## src/rtl/result_window_sink_pkg.sv

```systemverilog
// rtl/result_window_sink_pkg.sv - shared types, defaults and sizing helper for the result window sink
package result_sink_pkg;

  typedef enum logic {
    ACCUM  = 1'b0,
    REPORT = 1'b1
  } sink_state_t;

  localparam int DEF_WIDTH  = 32;
  localparam int DEF_DEPTH  = 4;
  localparam int DEF_WINDOW = 8;

  // Occupancy needs one extra bit so that "full" (count == DEPTH) is representable.
  function automatic int cnt_width(input int depth);
    return $clog2(depth) + 1;
  endfunction

endpackage

```

## src/rtl/result_window_sink_fifo.sv

```systemverilog
// rtl/result_window_sink_fifo.sv - synchronous FIFO with occupancy count buffering incoming results
module result_fifo
  import result_sink_pkg::*;
#(
  parameter int WIDTH = DEF_WIDTH,
  parameter int DEPTH = DEF_DEPTH,
  localparam int AW   = $clog2(DEPTH),
  localparam int CW   = cnt_width(DEPTH)
) (
  input  logic             clk,
  input  logic             reset,
  input  logic             i_push,
  input  logic [WIDTH-1:0] i_push_data,
  input  logic             i_pop,
  output logic [WIDTH-1:0] o_pop_data,
  output logic             o_full,
  output logic             o_empty,
  output logic [CW-1:0]    o_count
);

  logic [WIDTH-1:0] r_mem [DEPTH];
  logic [AW-1:0]    r_wr_ptr;
  logic [AW-1:0]    r_rd_ptr;
  logic [CW-1:0]    r_count;

  logic w_full;
  logic w_empty;
  logic w_do_push;
  logic w_do_pop;

  assign w_full    = (r_count == CW'(DEPTH));
  assign w_empty   = (r_count == '0);
  // Requests are qualified here so a push while full never overwrites an entry.
  assign w_do_push = i_push && !w_full;
  assign w_do_pop  = i_pop && !w_empty;

  always_ff @(posedge clk) begin
    if (w_do_push) begin
      r_mem[r_wr_ptr] <= i_push_data;
    end
  end

  // DEPTH is a power of two, so pointer wrap is plain binary overflow.
  always_ff @(posedge clk) begin
    if (reset) begin
      r_wr_ptr <= '0;
      r_rd_ptr <= '0;
      r_count  <= '0;
    end else begin
      if (w_do_push) begin
        r_wr_ptr <= r_wr_ptr + AW'(1);
      end
      if (w_do_pop) begin
        r_rd_ptr <= r_rd_ptr + AW'(1);
      end
      case ({w_do_push, w_do_pop})
        2'b10:   r_count <= r_count + CW'(1);
        2'b01:   r_count <= r_count - CW'(1);
        default: r_count <= r_count;
      endcase
    end
  end

  assign o_pop_data = r_mem[r_rd_ptr];
  assign o_full     = w_full;
  assign o_empty    = w_empty;
  assign o_count    = r_count;

endmodule

```

## src/rtl/result_window_sink.sv

```systemverilog
// rtl/result_window_sink.sv - buffers result samples and reports sum/max/zero-count per fixed window
module result_window_sink
  import result_sink_pkg::*;
#(
  parameter int WIDTH  = DEF_WIDTH,
  parameter int DEPTH  = DEF_DEPTH,
  parameter int WINDOW = DEF_WINDOW,
  localparam int CW    = cnt_width(DEPTH)
) (
  input  logic             clk,
  input  logic             reset,
  input  logic             in_valid,
  input  logic [WIDTH-1:0] in_data,
  output logic             in_ready,
  input  logic             rpt_ready,
  output logic             rpt_valid,
  output logic [WIDTH-1:0] rpt_sum,
  output logic [WIDTH-1:0] rpt_max,
  output logic [7:0]       rpt_zero_cnt,
  output logic [CW-1:0]    fifo_count
);

  sink_state_t r_state;
  sink_state_t w_state_nxt;

  logic [WIDTH-1:0] r_sum;
  logic [WIDTH-1:0] r_max;
  logic [7:0]       r_zero_cnt;
  logic [7:0]       r_smp_cnt;

  logic [WIDTH-1:0] r_rpt_sum;
  logic [WIDTH-1:0] r_rpt_max;
  logic [7:0]       r_rpt_zero_cnt;

  logic             w_full;
  logic             w_empty;
  logic             w_pop;
  logic             w_take;
  logic             w_last;
  logic [WIDTH-1:0] w_pop_data;
  logic [WIDTH-1:0] w_next_sum;
  logic [WIDTH-1:0] w_next_max;
  logic [7:0]       w_next_zero_cnt;

  result_fifo #(
    .WIDTH (WIDTH),
    .DEPTH (DEPTH)
  ) u_fifo (
    .clk         (clk),
    .reset       (reset),
    .i_push      (in_valid),
    .i_push_data (in_data),
    .i_pop       (w_pop),
    .o_pop_data  (w_pop_data),
    .o_full      (w_full),
    .o_empty     (w_empty),
    .o_count     (fifo_count)
  );

  // Ready depends only on occupancy, never on a same-cycle pop.
  assign in_ready = !w_full;

  assign w_last          = (({1'b0, r_smp_cnt} + 9'd1) == 9'(WINDOW));
  assign w_next_sum      = r_sum + w_pop_data;
  assign w_next_max      = ((r_smp_cnt == 8'd0) || (w_pop_data > r_max)) ? w_pop_data : r_max;
  assign w_next_zero_cnt = r_zero_cnt + ((w_pop_data == '0) ? 8'd1 : 8'd0);

  always_comb begin
    w_state_nxt = r_state;
    w_pop       = 1'b0;
    w_take      = 1'b0;
    case (r_state)
      ACCUM: begin
        if (!w_empty) begin
          w_pop = 1'b1;
          if (w_last) begin
            w_state_nxt = REPORT;
          end
        end
      end
      REPORT: begin
        if (rpt_ready) begin
          w_take      = 1'b1;
          w_state_nxt = ACCUM;
        end
      end
      default: w_state_nxt = ACCUM;
    endcase
  end

  always_ff @(posedge clk) begin
    if (reset) begin
      r_state <= ACCUM;
    end else begin
      r_state <= w_state_nxt;
    end
  end

  // Report registers are separate from the running accumulators so they read 0 outside REPORT.
  always_ff @(posedge clk) begin
    if (reset) begin
      r_sum          <= '0;
      r_max          <= '0;
      r_zero_cnt     <= '0;
      r_smp_cnt      <= '0;
      r_rpt_sum      <= '0;
      r_rpt_max      <= '0;
      r_rpt_zero_cnt <= '0;
    end else if (w_take) begin
      r_sum          <= '0;
      r_max          <= '0;
      r_zero_cnt     <= '0;
      r_smp_cnt      <= '0;
      r_rpt_sum      <= '0;
      r_rpt_max      <= '0;
      r_rpt_zero_cnt <= '0;
    end else if (w_pop) begin
      r_sum      <= w_next_sum;
      r_max      <= w_next_max;
      r_zero_cnt <= w_next_zero_cnt;
      r_smp_cnt  <= r_smp_cnt + 8'd1;
      if (w_last) begin
        r_rpt_sum      <= w_next_sum;
        r_rpt_max      <= w_next_max;
        r_rpt_zero_cnt <= w_next_zero_cnt;
      end
    end
  end

  assign rpt_valid    = (r_state == REPORT);
  assign rpt_sum      = r_rpt_sum;
  assign rpt_max      = r_rpt_max;
  assign rpt_zero_cnt = r_rpt_zero_cnt;

endmodule

```

## config.mk

```make
export PLATFORM = sky130hd
export DESIGN_NAME = result_window_sink
export DESIGN_NICKNAME = d
export VERILOG_FILES = /design/src/rtl/result_window_sink_pkg.sv /design/src/rtl/result_window_sink_fifo.sv /design/src/rtl/result_window_sink.sv
export SDC_FILE = /design/constraint.sdc
export NUM_CORES = 1
export LEC_CHECK = 0
export ABC_AREA = 1
export CORE_MARGIN = 8
export CORE_UTILIZATION = 50
export DETAILED_ROUTE_END_ITERATION = 6
export DONT_BUFFER_PORTS = 1
export GPL_ROUTABILITY_DRIVEN = 0
export PLACE_DENSITY = 0.63
export SYNTH_ARGS = -nofsm -noshare
export SYNTH_HDL_FRONTEND = slang
export SYNTH_SLANG_ARGS = --single-unit
```

## constraint.sdc

```tcl
create_clock -name clk -period 3.5 [get_ports clk]
set_input_delay 0.7 -clock clk [delete_from_list [all_inputs] [get_ports clk]]
set_output_delay 0.7 -clock clk [all_outputs]
set_load 0.03 [all_outputs]
```

* Word-level counts from Yosys, hierarchy flattened
Memory sizes are Yosys's and may differ from the RTL's. A register that Yosys moved wholly into a read port is not among the register bits.
Cells that the tools add are included.
** Cells by class
- Shift-type cells :: 0
- Add/sub/neg operators :: 8
- $mul :: 0
- Order comparisons :: 1
- Eq/ne operators :: 4
- Multiplexer cells :: 15
- Div/mod/pow operators :: 0
- Bitwise operators :: 1
- Reduce and logical (&&, ||, !) cells :: 11
** Operators by type and width (number)
- 32-bit adder :: 1
- 32-bit > comparator :: 1
- 32-bit logical NOT :: 1
- 32-bit 2-to-1 mux :: 1
- 1-bit 2-to-1 mux :: 10
- 8-bit by 1-bit adder with 9-bit output (second input constant) :: 1
- 9-bit by 4-bit equality test with 1-bit output (second input constant) :: 1
- 8-bit by 1-bit adder with 8-bit output :: 1
- 8-bit by 1-bit adder with 8-bit output (second input constant) :: 1
- 8-bit logical NOT :: 1
- 3-bit one-hot mux with 2 select lines :: 1
- 2-bit by 1-bit adder with 2-bit output (second input constant) :: 2
- 2-bit 2-to-1 mux :: 2
- 3-bit by 1-bit adder with 3-bit output (second input constant) :: 1
- 3-bit equality test (second input constant) :: 1
- 3-bit logical NOT :: 1
- 3-bit by 1-bit subtractor with 3-bit output (second input constant) :: 1
- 2-bit by 1-bit equality test with 1-bit output (second input constant) :: 1
- 2-bit equality test (second input constant) :: 1
- 1-bit logical AND :: 2
- 1-bit logical NOT :: 2
- 1-bit one-hot mux with 2 select lines :: 1
- 2-bit AND reduction :: 1
- 2-bit nonzero test :: 1
- 3 further kinds :: 3
** Storage, ports and cells
- Memories :: 1
- Register bits :: 160
- Input bits :: 36
- Output and inout port bits :: 77
- Latch bits :: 0
- Bits in read-only memories :: 0
- Logic and storage cells :: 52
- RAM bits :: 128
** Memories
- u_fifo.r_mem :: depth 4, width 32, rd ports 1, clocked after memory_dff 1, wr ports 1, line result_window_sink_fifo.sv:21 : logic [WIDTH-1:0] r_mem [DEPTH];

* Depth between registers and ports, before layout
Gate-level depths: netlist of the first run.
- Depth after elaboration :: 6
- Gate-level depth with buffers :: 25
- Gate-level depth less buffers :: 22

* Hierarchy
A second synthesis of the first run with hierarchy kept.
** Second synthesis, totals
- Cells, all modules :: 1756
- Area total of the unflattened synthesis :: 14522.7 µm²
** By module, submodules not included
- result_window_sink :: cells each 1377, sequential area each 3062.9 µm², area an instance 9246.4 µm², instances 1
- result_fifo :: cells each 379, sequential area each 4023.9 µm², area an instance 5276.3 µm², instances 1

* Least setup slack after synthesis of the first run
No wires, ideal clock.
- Path kind :: register to register
- Start point :: register u_fifo.r_count[1] (netlist: u_fifo.o_count[1])
- End point :: memory u_fifo.r_mem[0][0] (netlist name), enable pin
- Setup time :: 0.421 ns
- Setup slack :: 0.479 ns
- Arrival :: 2.600 ns
- Path buffers :: 0
- Period minus slack after synthesis :: 3.021 ns
- Cell stages (with the launch flop) :: 5
- Data required time :: 3.079 ns
- Cell sequence :: dfxtp_1 inv_1 nand3_1 nand2_1 nor2_1
** Between the ends
- Cells in the longest elaborated chain, start to end :: 5
** RTL lines
- from (decl) :: line result_window_sink_fifo.sv:24 : logic [CW-1:0] r_count;
- from (signal assigned) :: line result_window_sink_fifo.sv:57 : 2'b10: r_count <= r_count + CW'(1);
- from (signal assigned) :: line result_window_sink_fifo.sv:58 : 2'b01: r_count <= r_count - CW'(1);
- from (signal assigned) :: line result_window_sink_fifo.sv:59 : default: r_count <= r_count;
- 3-bit equality test :: line result_window_sink_fifo.sv:31 : assign w_full = (r_count == CW'(DEPTH));
- 1-bit logical NOT
- named net in_ready :: line result_window_sink.sv:14 : output logic in_ready,
- 1-bit logical AND :: line result_window_sink_fifo.sv:34 : assign w_do_push = i_push && !w_full;
- 1-bit 2-to-1 mux :: line result_window_sink_fifo.sv:38 : if (w_do_push) begin
- 1-bit 2-to-1 mux (implied by the code) :: line result_window_sink_fifo.sv:39 : r_mem[r_wr_ptr] <= i_push_data;
- to (decl) :: line result_window_sink_fifo.sv:21
The timed path passes the listed nets, and every way through them passes these cells.

==> results of run 1 <==
kinds of logic after synthesis:
logic type | Yosys count
compound gates | 307
xor+xnor | 31
fa+ha+maj | 75
buf+inv | 327
flops | 290
simple gates | 798
through the flow:
step / setup WS (ps) / cell area (um2) / instances
after global placement: 358.0 / 15010 / 2172
after global routing: 12.58 / 15970 / 2229
after CTS: 249.7 / 15960 / 2229
after floorplan: 478.9 / 14540 / 1828
after detailed placement: 288.7 / 15010 / 2172
final: 252.0 / 15970 / 2229
final cells by class:
| cell class | count | area, um2 | share of cell area (%) |
|---|---|---|---|
| Clock buffer | 46 | 862.1 | 5.398 |
| Clock inverter | 11 | 85.08 | 0.5327 |
| Inverter | 249 | 935.9 | 5.860 |
| Multi-Input combinational cell | 1211 | 6181 | 38.70 |
| Sequential cell | 290 | 7088 | 44.38 |
| Tap cell | 384 | 480.5 | 3.008 |
| Timing Repair Buffer | 38 | 339.1 | 2.123 |
how the worst min path moves through the flow:
stage,endpoint,start,slack [ps],cells past startpoint
2_1_floorplan,r_sum[0],r_sum[0],460,2
3_3_place_gp,r_zero_cnt[0],r_zero_cnt[0],470,2
3_5_place_dp,r_zero_cnt[0],r_zero_cnt[0],490,2
4_1_cts,rpt_valid,reset,180,1
5_1_grt,rpt_valid,reset,180,1
6_report,rpt_valid,reset,200,1
flip-flops by register name, summed over array words and instances (netlist names), named ones only:
name	count
rpt_sum	32
rpt_max	32
r_smp_cnt	8
rpt_zero_cnt	8
u_fifo.r_wr_ptr	2
u_fifo.r_mem	128
r_sum	32
r_zero_cnt	8
rpt_valid	1
r_max	32
u_fifo.r_rd_ptr	2
u_fifo.o_count	3
per-layer routing:
| metal | vias up | part of all wire [%] |
|---|---|---|
| met4 | 0 | 3.2 |
| met2 | 301 | 45 |
| met1 | 5476 | 45 |
| li1 | 5975 | - |
| met5 | - | 0 |
| met3 | 68 | 6.6 |
report_power, final:
part           leakage [nW]  total, W  internal, W  switching, W
combinational          4.25   0.00865      0.00273       0.00591
sequential             2.50   0.00451      0.00413      0.000381
clock                 0.466   0.00309      0.00177       0.00132
total                  7.22    0.0162      0.00863       0.00761
layout by cell type, fill, tap and decap left out, types with 6 or more instances in the layout:
cell type,netlist,routed
nand4_1,9,9
nor2_1,302,298
o21ai_0,129,129
o22ai_1,9,9
ha_1,73,73
clkbuf_16,0,31
a21oi_1,127,125
buf_4,6,33
nor2_2,2,6
a21o_1,7,7
nand3_1,162,162
clkbuf_1,48,12
o21ai_1,10,10
edfxtp_1,128,128
xnor2_1,12,12
o22a_1,7,7
dfxtp_1,162,161
nor4_1,10,10
nand2_1,299,297
clkinv_2,0,8
xor2_1,19,19
inv_1,244,243
nor3_1,7,7
timing repair:
action	4_1_cts	5_1_grt
setup buffers	0	0
endpoints found under the setup margin	0	4
resized for setup	0	3
==> results.tsv, run 1 <==
metric	value	unit
hold_ws	202.0	ps
final wirelength	38.18	mm
CP peak stage delay	600	ps
DIE WIDTH	186.5	um
global routing's busiest layer	met2	
commonest cells in the netlist	nor2_1 (302), nand2_1 (299), inv_1 (244)	
CTS tree	done	
Setup Viol. Count Final	0	
average vias per placed instance	5.303	
GRT Util Overall	21.32	%
CP Class	flip-flop to flip-flop	
Layout area overhead	9.873	%
Hold Vio Cnt, Final	0	
setup total negative slack	0	ps
Inserted Diodes	0	
crit path max fanout	16	
prevailing post-synth register cell	dfxtp_1	
Fillers	2683	
share of cells above drive strength 1	5.420	%
met3 Track Usage GR	4.418	%
fraction of the mapped netlist area in adder cells	6.559	%
Buffers on Ports	0	
Worst Hold Class	input pin to flip-flop	
Antenna Nets Post-Route	0	
Yosys top cell area share	26.44	%
Synth async-reset ratio	0	%
# clock sinks	290	
core area	0.02870	mm2
CP Capture Type	flip-flop	
XOR/XNOR Fraction of Synth Area	1.868	%
Most common cell on crit path	nand2_1	
cts bufs inserted	31	
met2 global-route usage	34.52	%
Yosys reg bits	290	
post-route clock period utilization	92.80	%
Reg2Reg Capture Point	rpt_max[8]	
Die H	186.5	um
Clock Skew	13.45	ps
die footprint	0.03478	mm2
top post-synthesis cells by area	edfxtp_1 (26%), dfxtp_1 (22%), nor2_1 (7.8%)	
pin count of the biggest net entering global routing	94	
Synth Area in Compound Gates	11.28	%
Req. time, crit path	3960	ps
WP buf/inv	4	
status	complete, no violations	
CTS root buf	clkbuf_16	
io pins	113	
CP endpoint	rpt_max[8]	
clk slew on worst S/H paths	60	ps
routed len/inst	17.13	um
reg-to-reg slack, setup	250	ps
relative slew slack	48.83	%
multiplexer share of the synthesized area	0	%
DR pass1 iterations	5	
GR Overflow Total	0	
initial antenna violation count	0	
number of cells on the worst reg-to-reg path	18	
Slowest-stage cell, CP	o22ai_1	
CP delay by family, top	compound AO/OA/AOI/OAI gates	
Lkg Pwr	7.216	nW
Synth cell types	40	
Slew @ Worst Pin	767.5	ps
met1 GRT Util	28.20	%
Worst-Skew Late Latency	570	ps
first-pass GRT wire length	61.10	mm
vias in the first global route	11170	
1st-iter DRT viols	842	
Yosys warnings	0	
dpl hpwl	26.56	mm
largest family of logic cells by synthesized area	simple AND/OR/NAND/NOR gates	
Mapped Area	0.01454	mm2
cts hold-fix bufs	0	
RSZ-0062 raised after global routing	no	
sequential share of the synthesized area	48.75	%
post-synth net total	1939	
average size of a mapped cell	7.952	um2
Starting Density	50.65	%
Power Total	0.01624	W
simple-gate share of the synthesized area	22.61	%
Crit. path cell count	18	
Critical Path Start Type	flip-flop	
routed via count	11820	
Total Nets Final	1932	
final slew viol count	0	
H-tree levels	1	
CTS max path bufs	3	
Rows	62	
fmax	307.9	MHz
Pwr Density	1017	mW/mm2
fin util	55.65	%
peak supply drop	0.4727	mV
area leader, netlist	edfxtp_1	
most frequent cell after synthesis	nor2_1	
EDFF count, synth	128	
Max-Cap Viols	0	
crit-path cells	inv_2 -> buf_4 -> o21ai_0 -> o22ai_1 -> ha_1 -> a21oi_1 -> nor2_1 -> nor2_1 -> nand3_1 -> a21oi_1 -> nand2_1 -> nand2_1 -> nand2_1 -> buf_4 -> nand2_1 -> nand3_1 -> nand2_1 -> inv_1	
WP data arrival	3710	ps
Gate Count Post-Synth	1828	
DRC	0	
fin crit period	3248	ps
Power figures use the tool's default switching activity.
==> run 2, diff against run 1 <==
Settings changed: ABC_CLOCK_PERIOD_IN_PS set to 3500.
==> results of run 2 <==
Final layout, timing and power as in run 1 (identical DEF).
==> run 3, diff against run 2 <==
Settings changed: GPL_TIMING_DRIVEN set to 0.
==> run 3 against run 2 <==
Compared with the run above:
- core utilization grew 1.5 points
- routed wire length grew 6.9%
- sequential power is essentially flat
- critical path depth shrank 2
- first-iteration DRC count grew 2.9%
- worst setup slack lost 110 ps
- combinational power grew 4.0%
- critical path type unchanged
- largest power group unchanged
==> results.tsv, run 3 (synthesis results as in run 1) <==
metric	value	unit
Max-Cap Viols	0	
cts hold-fix bufs	0	
multi-input logic area	0.006276	mm2
pin count of the biggest net entering global routing	30	
1st-iter DRT viols	866	
vias in the first global route	11630	
Starting Density	50.65	%
CP Class	flip-flop to flip-flop	
die footprint	0.03478	mm2
dpl hpwl	30.13	mm
Req. time, crit path	4020	ps
Power Total	0.01683	W
CTS max path bufs	3	
Rows	62	
clk slew on worst S/H paths	60	ps
share of cells above drive strength 1	7.116	%
Critical Path Start Type	flip-flop	
final slew viol count	0	
CTS tree	done	
routed via count	12180	
CP Capture Type	flip-flop	
hold_ws	217.4	ps
status	complete, no violations	
Lkg Pwr	7.382	nW
DP Worst Slack	-650.4	ps
Hold Crit Start	in_data[10]	
peak supply drop	0.6272	mV
Reg area	0.007087	mm2
final wirelength	40.82	mm
GRT Util Overall	22.91	%
crit path max fanout	10	
H-tree levels	1	
fin util	57.15	%
fin crit period	3356	ps
post-route clock period utilization	95.87	%
commonest non-fill, non-tap cells in the layout	nor2_1 (298), nand2_1 (297), inv_1 (239), nand3_1 (162), dfxtp_1 (162)	
Worst Hold Class	input pin to flip-flop	
Total Nets Final	1984	
Die H	186.5	um
setup slack after layout	144.4	ps
average vias per placed instance	5.338	
GR Overflow Total	0	
Setup Viol. Count Final	0	
# clock sinks	290	
Slew @ Worst Pin	787.5	ps
io pins	113	
Inserted Diodes	0	
fmax	298.0	MHz
Fillers	2684	
DRC	0	
DIE WIDTH	186.5	um
final non-filler cell area	0.01640	mm2
Hold Vio Cnt, Final	0	
Worst-Skew Late Latency	580	ps
Pwr Density	1026	mW/mm2
relative slew slack	47.50	%
Clock Skew	16.74	ps
Layout area overhead	12.85	%
first-pass GRT wire length	64.56	mm
Area after DPL	0.01515	mm2
routed len/inst	17.90	um
Largest register FFs	128	
DR pass1 iterations	5	
WP data arrival	3870	ps
Buffers on Ports	0	
initial antenna violation count	0	
cts bufs inserted	31	
Biggest register	u_fifo.r_mem	
CTS root buf	clkbuf_16	
most common cell after layout, fill and taps aside	nor2_1	
core area	0.02870	mm2
Antenna Nets Post-Route	0	
-- run 3: path summary, 6_finish.rpt --
kind                         endpoint  slack [ps]  depth (start not counted)
hold / removal    u_fifo.r_mem[3][10]         220                          0
setup / recovery      rpt_zero_cnt[6]         140                         16
hold reg to reg              r_sum[0]         500                          2
setup reg to reg      rpt_zero_cnt[6]         140                         16
-- run 3: cell type report --
cell class	count	area share [%]
Tap cell	384	2.929
Sequential cell	290	43.20
Inverter	249	5.766
Clock buffer	38	5.011
Buffer	77	2.464
Clock inverter	19	1.335
Timing Repair Buffer	13	1.037
Multi-Input combinational cell	1211	38.26
-- run 3: routing by layer --
layer	track usage, %	routed length [um]
met4	8.277	1520
met2	37.51	18680
met3	5.108	3110
met5	0	0
met1	29.42	17510
-- run 3: metrics by stage --
stage          cells  setup TNS (ps)
2_1_floorplan   1828               0
3_3_place_gp    2212         -122290
3_5_place_dp    2216          -42800
4_1_cts         2274          -102.0
5_1_grt         2281          -2.299
6_report        2281               0
-- run 3: power by group --
group          internal, W  leakage [nW]  switching [W]  total [W]
registers          0.00412          2.50       0.000354    0.00448
logic              0.00279          4.38        0.00621    0.00900
clock network      0.00197         0.504        0.00139    0.00335
-- run 3: timing repair --
action | in CTS | in global routing
gates cloned | 0 | 0
resized for setup | 21 | 42
buffers inserted | 2 | 7
pin swaps | 2 | 2
hold endpoints to repair | 0 | 0
endpoints found under the setup margin | 103 | 108
-- run 3: worst max-delay path, stage by stage, from the launching register on --
cell and delay [ps]:
dfxtp_1 300, clkbuf_4 210, clkinvlp_4 180, clkbuf_4 230, o21ai_0 110, o22ai_2 200, buf_4 210, nor4_1 350
nand4_1 130, nor2_1 210, ha_1 240, ha_1 230, nand3_1 100, nor2_1 130, xor2_1 270, nor2_1 80
nor2_1 110
